`src/rtl/ifetch_pkg.sv`:
```
// Shared types and constants for the instruction fetch stage.
// Holds the fetch FSM state encoding, the fetch-buffer entry layout and the NOP encoding.
// Entry widths are fixed here; the top-level XLEN/ILEN parameters must match them.
package ifetch_pkg;

  localparam int IF_XLEN = 64;
  localparam int IF_ILEN = 32;

  // addi x0, x0, 0 -- instruction slot of a synthesised misaligned-fetch fault entry
  localparam logic [IF_ILEN-1:0] NOP_INSTR = 32'h0000_0013;

  // IDLE: nothing outstanding, WAIT: one live request, DROP: one request from a flushed path
  typedef enum logic [1:0] {
    IDLE = 2'd0,
    WAIT = 2'd1,
    DROP = 2'd2
  } ifetch_state_e;

  typedef struct packed {
    logic [IF_XLEN-1:0] pc;
    logic [IF_ILEN-1:0] instr;
    logic               fault;
  } ifetch_entry_t;

endpackage

```
`src/rtl/ifetch_fifo.sv`:
```
// Fetch buffer: synchronous FIFO of ifetch_entry_t with synchronous clear.
// Latency: a pushed entry is visible at the head the cycle after the push.
// Backpressure: push while full and pop while empty are ignored; clear beats push/pop.
// Ports: clk_i/rst_ni clock and async active-low reset; clr_i flush all entries;
//        push_i/push_dat_i write; pop_i read; head_o head entry; count_o/full_o/empty_o status.
module ifetch_fifo
  import ifetch_pkg::*;
#(
  parameter int DEPTH = 2
) (
  input  logic                         clk_i,
  input  logic                         rst_ni,
  input  logic                         clr_i,
  input  logic                         push_i,
  input  ifetch_entry_t                push_dat_i,
  input  logic                         pop_i,
  output ifetch_entry_t                head_o,
  output logic [$clog2(DEPTH+1)-1:0]   count_o,
  output logic                         full_o,
  output logic                         empty_o
);

  localparam int PW = $clog2(DEPTH);
  localparam int CW = $clog2(DEPTH + 1);

  ifetch_entry_t   mem_q [DEPTH];
  logic [PW-1:0]   wr_ptr_q;
  logic [PW-1:0]   rd_ptr_q;
  logic [CW-1:0]   count_q;
  logic            do_push;
  logic            do_pop;

  assign full_o  = (count_q == CW'(DEPTH));
  assign empty_o = (count_q == '0);
  assign count_o = count_q;
  assign head_o  = mem_q[rd_ptr_q];

  assign do_push = push_i & ~full_o;
  assign do_pop  = pop_i & ~empty_o;

  // DEPTH is a power of two, so pointers wrap by natural overflow.
  always_ff @(posedge clk_i or negedge rst_ni) begin
    if (!rst_ni) begin
      wr_ptr_q <= '0;
      rd_ptr_q <= '0;
      count_q  <= '0;
      for (int i = 0; i < DEPTH; i++) begin
        mem_q[i] <= '0;
      end
    end else if (clr_i) begin
      wr_ptr_q <= '0;
      rd_ptr_q <= '0;
      count_q  <= '0;
    end else begin
      if (do_push) begin
        mem_q[wr_ptr_q] <= push_dat_i;
        wr_ptr_q        <= wr_ptr_q + PW'(1);
      end
      if (do_pop) begin
        rd_ptr_q <= rd_ptr_q + PW'(1);
      end
      case ({do_push, do_pop})
        2'b10:   count_q <= count_q + CW'(1);
        2'b01:   count_q <= count_q - CW'(1);
        default: count_q <= count_q;
      endcase
    end
  end

endmodule

```
`src/rtl/ifetch_unit.sv`:
```
// Instruction fetch: one outstanding imem request, (pc, instr, fault) buffered toward decode.
// Latency: request and address are combinational from pc; an entry reaches id_* the cycle after its response.
// Backpressure: no request unless buffered + outstanding < FIFO_DEPTH; fetch_stall_o holds the PC otherwise.
// Ports: clk_i/rst_ni clock and async active-low reset; pc_i current PC; flush_i redirect;
//        fetch_stall_o PC hold; imem_req_* request channel; imem_resp_* response channel;
//        id_valid_o/id_ready_i/id_pc_o/id_instr_o/id_fault_o decode handshake and head entry.
// Optional build macro IFETCH_MISALIGN_CHK_EN: a misaligned PC yields a fault entry instead of a request.
module ifetch_unit
  import ifetch_pkg::*;
#(
  parameter int XLEN       = IF_XLEN,
  parameter int ILEN       = IF_ILEN,
  parameter int FIFO_DEPTH = 2
) (
  input  logic            clk_i,
  input  logic            rst_ni,
  input  logic [XLEN-1:0] pc_i,
  input  logic            flush_i,
  output logic            fetch_stall_o,
  output logic            imem_req_valid_o,
  input  logic            imem_req_ready_i,
  output logic [XLEN-1:0] imem_req_addr_o,
  input  logic            imem_resp_valid_i,
  input  logic [ILEN-1:0] imem_resp_data_i,
  input  logic            imem_resp_err_i,
  output logic            id_valid_o,
  input  logic            id_ready_i,
  output logic [XLEN-1:0] id_pc_o,
  output logic [ILEN-1:0] id_instr_o,
  output logic            id_fault_o
);

  ifetch_state_e state_q, state_d;
  logic [XLEN-1:0] req_pc_q, req_pc_d;

  logic [$clog2(FIFO_DEPTH+1)-1:0] fifo_count;
  logic            fifo_full;
  logic            fifo_empty;
  ifetch_entry_t   fifo_head;
  logic            push;
  ifetch_entry_t   push_dat;

  logic            outstanding;
  logic            space;
  logic            resp_slot;
  logic            pc_misaligned;
  logic            misalign_push;
  logic            req_hs;

  assign outstanding = (state_q != IDLE);

  // Registered occupancy only: a pop in this cycle does not free a slot until next cycle.
  assign space = (int'(fifo_count) + int'(outstanding)) < FIFO_DEPTH;

  // A new request may go out when nothing is outstanding, or in the very cycle the
  // outstanding one (live or dropped) returns.
  assign resp_slot = (state_q == IDLE) | imem_resp_valid_i;

`ifdef IFETCH_MISALIGN_CHK_EN
  assign pc_misaligned = (pc_i[1:0] != 2'b00);
`else
  assign pc_misaligned = 1'b0;
`endif

  // A misaligned PC never reaches memory; it becomes a fault entry once the unit is idle.
  assign misalign_push = rst_ni & ~flush_i & space & pc_misaligned & (state_q == IDLE);

  // Gated by rst_ni so the request is quiet while reset is held.
  assign imem_req_valid_o = rst_ni & ~flush_i & space & resp_slot & ~pc_misaligned;
  assign imem_req_addr_o  = pc_i;
  assign req_hs           = imem_req_valid_o & imem_req_ready_i;
  assign fetch_stall_o    = ~req_hs;

  always_comb begin
    state_d  = state_q;
    req_pc_d = req_pc_q;
    push     = 1'b0;
    push_dat = '0;
    case (state_q)
      IDLE: begin
        if (misalign_push) begin
          push     = 1'b1;
          push_dat = '{pc: pc_i, instr: NOP_INSTR, fault: 1'b1};
        end
        if (req_hs) begin
          state_d  = WAIT;
          req_pc_d = pc_i;
        end
      end
      WAIT: begin
        if (flush_i) begin
          // The response, if present, belongs to the squashed path and is dropped here.
          state_d = imem_resp_valid_i ? IDLE : DROP;
        end else if (imem_resp_valid_i) begin
          push     = 1'b1;
          push_dat = '{pc: req_pc_q, instr: imem_resp_data_i, fault: imem_resp_err_i};
          state_d  = req_hs ? WAIT : IDLE;
          if (req_hs) begin
            req_pc_d = pc_i;
          end
        end
      end
      DROP: begin
        // The dropped response retires the outstanding request even under a new flush;
        // staying in DROP then would wait for a response that never comes.
        if (imem_resp_valid_i) begin
          state_d = req_hs ? WAIT : IDLE;
          if (req_hs) begin
            req_pc_d = pc_i;
          end
        end
      end
      default: state_d = IDLE;
    endcase
  end

  always_ff @(posedge clk_i or negedge rst_ni) begin
    if (!rst_ni) begin
      state_q  <= IDLE;
      req_pc_q <= '0;
    end else begin
      state_q  <= state_d;
      req_pc_q <= req_pc_d;
    end
  end

  ifetch_fifo #(
    .DEPTH (FIFO_DEPTH)
  ) u_fifo (
    .clk_i      (clk_i),
    .rst_ni     (rst_ni),
    .clr_i      (flush_i),
    .push_i     (push & ~fifo_full),
    .push_dat_i (push_dat),
    .pop_i      (id_valid_o & id_ready_i),
    .head_o     (fifo_head),
    .count_o    (fifo_count),
    .full_o     (fifo_full),
    .empty_o    (fifo_empty)
  );

  assign id_valid_o = ~fifo_empty;
  assign id_pc_o    = fifo_head.pc;
  assign id_instr_o = fifo_head.instr;
  assign id_fault_o = fifo_head.fault;

endmodule
```
`config.mk`:
```
export PLATFORM = sky130hd
export DESIGN_NAME = ifetch_unit
export DESIGN_NICKNAME = d
export VERILOG_FILES = /design/src/rtl/ifetch_pkg.sv /design/src/rtl/ifetch_fifo.sv /design/src/rtl/ifetch_unit.sv
export SDC_FILE = /design/constraint.sdc
export NUM_CORES = 1
export LEC_CHECK = 0
export ABC_AREA = 1
export BUFFER_PORTS_ARGS = -buffer_cell sky130_fd_sc_hd__buf_2
export CAP_MARGIN = 10
export CELL_PAD_IN_SITES_DETAIL_PLACEMENT = 0
export CELL_PAD_IN_SITES_GLOBAL_PLACEMENT = 1
export CORE_ASPECT_RATIO = 1.1
export CORE_MARGIN = 3
export CORE_UTILIZATION = 31
export DETAILED_ROUTE_END_ITERATION = 7
export PLACE_DENSITY = 0.65
export SKIP_LAST_GASP = 1
export SYNTH_ARGS = -nofsm -noshare
export SYNTH_HDL_FRONTEND = slang
export SYNTH_SLANG_ARGS = --single-unit
```
`constraint.sdc`:
```
create_clock -name clk_i -period 4.95 [get_ports clk_i]
set_clock_uncertainty 0.2 [all_clocks]
set_input_delay 1.485 -clock clk_i [delete_from_list [all_inputs] [get_ports clk_i]]
set_output_delay 1.485 -clock clk_i [all_outputs]
set_load 0.01 [all_outputs]
```
======== Yosys cells after proc, flatten, opt, wreduce, memory -nomap -nowiden ========
Index checks and enable logic that the tools add are counted.
word-level totals
  flip-flop bits (word level) ............. 264
  input bits .............................. 103
  logic and storage cells ................. 80
cells by class
  $add $sub $neg .......................... 5
  magnitude comparators ................... 4
  equal/unequal tests ..................... 7
  muxes and demuxes ....................... 28
  bitwise operators ....................... 15
  reduce and logical (&&, ||, !) cells .... 10
operators by type and width
  operator               count
  $mux W97               7
  $bwmux W194            1
  $mux W64               3
  $pmux W64 S3           1
  $demux W97 S1          1
  $mux W2                5
  $and A1 B1 Y1          8
  $mux W1                8
  $eq A2 B2 Y1 const B   3
  $pmux W2 S3            1
  $reduce_bool A2 Y1     3
  $reduce_bool A3 Y1     2
  $eq A2 B1 Y1 const B   2
  $ge A2 B2 Y1 const B   2
  $logic_not A2 Y1       2
  $ne A2 B2 Y1 const B   2
  $not A1 Y1             4
  $not A1 Y2             2
  $pmux W2 S2            1
  $reduce_and A2 Y1      2
  $add A2 B1 Y3          1
  $lt A3 B2 Y1 const B   1
  $add A1 B1 Y1 const B  2
  $add A2 B1 Y2 const B  1
  other kinds (4)        4

======== Logic depth before layout (Yosys ltp) ========
  depth in word-level cells ............... 10
  mapped depth ............................ 10

======== Modules after synthesis ========
A second synthesis with hierarchy kept.
second synthesis, totals
  cell total of the unflattened synthesis .. 1649
  area, all modules ....................... 13225.2 µm²
modules (own cells, without submodules)
  module       instances  cells each  area an instance (µm²)  seq. area each (µm²)
  ifetch_fifo  1          1070        8927.3                  4954.8
  ifetch_unit  1          579         4297.9                  1651.6

======== Worst setup path before layout ========
No wires, ideal clock.
  kind .................................... input port to output port
  start ................................... in flush_i
  end ..................................... out imem_req_valid_o
  arrival time ............................ 1.917 ns
  required time ........................... 3.265 ns
  path slack .............................. 1.348 ns
  stages .................................. 4
  buffers on the path ..................... 0
  path through ............................ inv_2 > nand2_1 > nor2_1 > and2_1
on the way
  word-level cells in the longest chain between the ends .. 4
ends and longest elaborated chain
  what                         line               text
  start, declared              ifetch_unit.sv:18  input logic flush_i,
  $not A1 Y1 (no line)         -
  $and A1 B1 Y1 (3 in series)  ifetch_unit.sv:69  assign imem_req_valid_o = rst_ni & ~flush_i & space & resp_slot & ~pc_misaligned;
  end, declared                ifetch_unit.sv:20  output logic imem_req_valid_o,
Every way passes these cells.

======== Worst setup path in the final report ========
  start ................................... reg u_fifo.rd_ptr_q
  end ..................................... out id_pc_o[60]
on the way
  word-level cells in the longest chain between the ends .. 4
ends and longest elaborated chain
  what                                          line               text
  start, declared                               ifetch_fifo.sv:28  logic [PW-1:0] rd_ptr_q;
  start signal, assigned                        ifetch_fifo.sv:60  rd_ptr_q <= rd_ptr_q + PW'(1);
  $not A1 Y2 (implied by the code)              ifetch_fifo.sv:36  assign head_o = mem_q[rd_ptr_q];
  $mux W97 (implied by the code) (3 in series)  ifetch_fifo.sv:36
  end, declared                                 ifetch_unit.sv:28  output logic [XLEN-1:0] id_pc_o,
Every way passes these cells. The select of a mux whose other input is x is not followed.

==> flow_summary.json <==
{
  "status": "finished clean",
  "synth.area.mux_share_pct": 0,
  "grt_antenna_before_repair": 0,
  "ios": 267,
  "path_delay_family": "buffers and inverters",
  "crit_path_max_incr_delay_ps": 660,
  "overflow": 0,
  "rsz0062_at_grt": "no",
  "synth-edff-count": 0,
  "n_fill_cell": 4074,
  "power.switching_w": 0.00299,
  "grt_max_degree": 136,
  "p_comb_share_pct": 30.6,
  "slew_headroom_pct": 39.1,
  "die_h_um": 213,
  "postSynth.asyncResetShare_pct": 100,
  "power.internal_w": 0.00564,
  "ys_seq_area_share_pct": 54.7,
  "drcViolationCount": 0,
  "root_buffer": "clkbuf_16",
  "cts_setup_buffers": 0,
  "p_per_area_mw_per_mm2": 601,
  "postSynthAreaPerCell_um2": 8.41,
  "p_seq_share_pct": 41.6,
  "clk_pin_slew_worst_paths_ps": 60,
  "nets": 1712,
  "cts_resized": 0,
  "p_sw_share_pct": 34.6,
  "initial_core_util_pct": 31.5,
  "synthAdderAreaFrac_pct": 0.415,
  "clock_latency_ps": 540,
  "whs_ps": 280,
  "worstSetupPathType": "reg2out",
  "synth_common_cells": "nand2_1, dfrtp_1, inv_1",
  "stdcell_count": 2127,
  "place.detailed.hpwl_um": 18400,
  "grt_pass1_vias": 9032,
  "first_pass_iters": 6,
  "synth_top_family_by_area": "simple AND/OR/NAND/NOR gates",
  "n_antenna_cell": 0,
  "cp_cell_sequence": "buf_4 -> buf_4 -> nand2_1 -> nand2_1 -> buf_2",
  "syn_area_mm2": 0.0121,
  "dieArea_mm2": 0.0414,
  "routed_wl_um": 29500,
  "clockPowerShare_pct": 27.8,
  "yosysTopAreaCell": "dfrtp_1",
  "cp-end-kind": "output pin",
  "hold_buffers": 0,
  "cts_made_buffers": 31,
  "cts_tree": "yes",
  "drive_gt1_share_pct": 24.2,
  "htree_levels": 1,
  "finalHoldViolations": 0,
  "cts.sinks": 264,
  "setup_viol": 0,
  "core_mm2": 0.0383,
  "crit_arrival_ps": 2480,
  "p_leak_nw": 7.90,
  "worst_slack_ps": 787,
  "io_buffer_count": 266,
  "gp_congestion": 0.731,
  "synth-seq-cells": 264,
  "required_ps": 3260,
  "clock_path_buffers": 3,
  "drt_iter0_markers": 541,
  "synth_compound_area_share_pct": 13.1,
  "vias": 9207,
  "wire_per_inst_um": 13.9,
  "r2r_slack_ps": 2210,
  "synth-simple-area-share_pct": 18.5,
  "max_freq_mhz": 240,
  "period_minus_slack_ps": 4160,
  "num_rows": 75,
  "syn2layout_area_growth_pct": 18.9,
  "grt_pass1_wl_um": 48200,
  "dp_cells": 2072,
  "irDropWorstVdd_mv": 0.275,
  "cpMaxStageDelayCell": "buf_4",
  "post-route-period-util_pct": 84.1,
  "synth_xor_area_share_pct": 0,
  "synthFlopType": "dfrtp_1",
  "timing.setup.tns_ps": 0,
  "synthCells": 1436,
  "die_x_um": 194,
  "worstSetupStartpointType": "flop",
  "synth.most_common_cell": "nand2_1",
  "yosys_warnings": 0,
  "hp-class": "reg2reg",
  "critPathMaxFanout": 52,
  "drv_slew": 0,
  "synth_top_area_share_pct": 54.7,
  "crit_buf_inv": 3,
  "viasPerCell": 4.33,
  "dp_worst_setup_slack_ps": 1000,
  "synthDistinctLibCells": 26,
  "ant_nets": 0,
  "ys_top_cells_by_area": "dfrtp_1, nand2_1, o21ai_0",
  "drv_cap": 0,
  "grt_usage_pct": 14.2,
  "tightest_slew_ps": 913,
  "synth_nets": 1543
}
worst reg2reg max path, cell delays in order (launching register included):
cell	delay (ps)
dfrtp_1	430
inv_1	120
ha_1	220
inv_1	70
nand2_1	80
and2_1	180
nand3_4	610
buf_12	530
nand2_1	100
o21ai_0	90
through the flow:
step / util (%) / total power [W] / cell area, um^2
6_report: 37.5 / 0.00863 / 14400
5_1_grt: 37.5 / 0.00938 / 14400
4_1_cts: 37.5 / 0.00880 / 14400
3_5_place_dp: 34.7 / 0.00633 / 13300
3_3_place_gp: 34.7 / 0.00626 / 13300
2_1_floorplan: - / 0.00540 / 12100
power groups by stage:
stage,Combinational [W],Sequential (W),Clock (W)
CTS,0.00272,0.00359,0.00249
global route,0.00309,0.00371,0.00259
detailed placement,0.00271,0.00362,0
global placement,0.00267,0.00359,0
finish,0.00264,0.00359,0.00240
floorplan,0.00190,0.00350,0
per-layer routing:
| metal | vias to the layer above | GRT usage (%) | wire length (um) |
|---|---|---|---|
| met5 | - | 0 | 0 |
| met1 | 4273 | 19.8 | 13800 |
| li1 | 4686 | - | - |
| met2 | 214 | 23.4 | 13800 |
| met4 | 0 | 3.62 | 541 |
| met3 | 34 | 2.11 | 1380 |
cell type report:
type / instances / area [um^2] / area share [%]
clock inverter: 11 / 208 / 1.45
sequential: 264 / 6610 / 46.1
timing repair buffer: 278 / 1520 / 10.6
multi-input combinational: 858 / 3880 / 27.0
tap: 500 / 626 / 4.36
clock buffer: 44 / 865 / 6.02
inverter: 172 / 647 / 4.51
cells in the final DEF, fill, tap and decap left out, drive strengths merged:
| cell | instances |
|---|---|
| a21oi | 6 |
| nor2 | 2 |
| dfrtp | 264 |
| or2 | 1 |
| clkinvlp | 1 |
| bufinv | 6 |
| clkinv | 5 |
| buf | 278 |
| ha | 4 |
| nor3 | 1 |
| o21ai | 264 |
| nand3b | 1 |
| nand2 | 568 |
| and2 | 1 |
| clkbuf | 44 |
| nand4 | 3 |
| nand3 | 7 |
| inv | 171 |
logic make-up after synthesis:
group                    Yosys count
AND/OR/NAND/NOR                  584
flip-flops                       264
adder cells (fa/ha/maj)            4
AO/OA/AOI/OAI                    270
buffers and inverters            314
flip-flops by register name, indices dropped and copies added (netlist names):
name,count
u_fifo.wr_ptr_q,1
req_pc_q,64
u_fifo.rd_ptr_q,1
u_fifo.mem_q,194
u_fifo.count_o,2
state_q,2
path summary, 6_finish.rpt:
kind,start,endpoint,cells after the start
hold reg to reg,req_pc_q[32],req_pc_q[32],2
min in group asynchronous,rst_ni,req_pc_q[6],2
setup reg to reg,state_q[1],req_pc_q[8],9
hold / removal,req_pc_q[32],req_pc_q[32],2
setup / recovery,u_fifo.rd_ptr_q,id_pc_o[60],5
max in group asynchronous,rst_ni,u_fifo.mem_q[10],3
No activity file was read; power rests on OpenSTA's default activity.
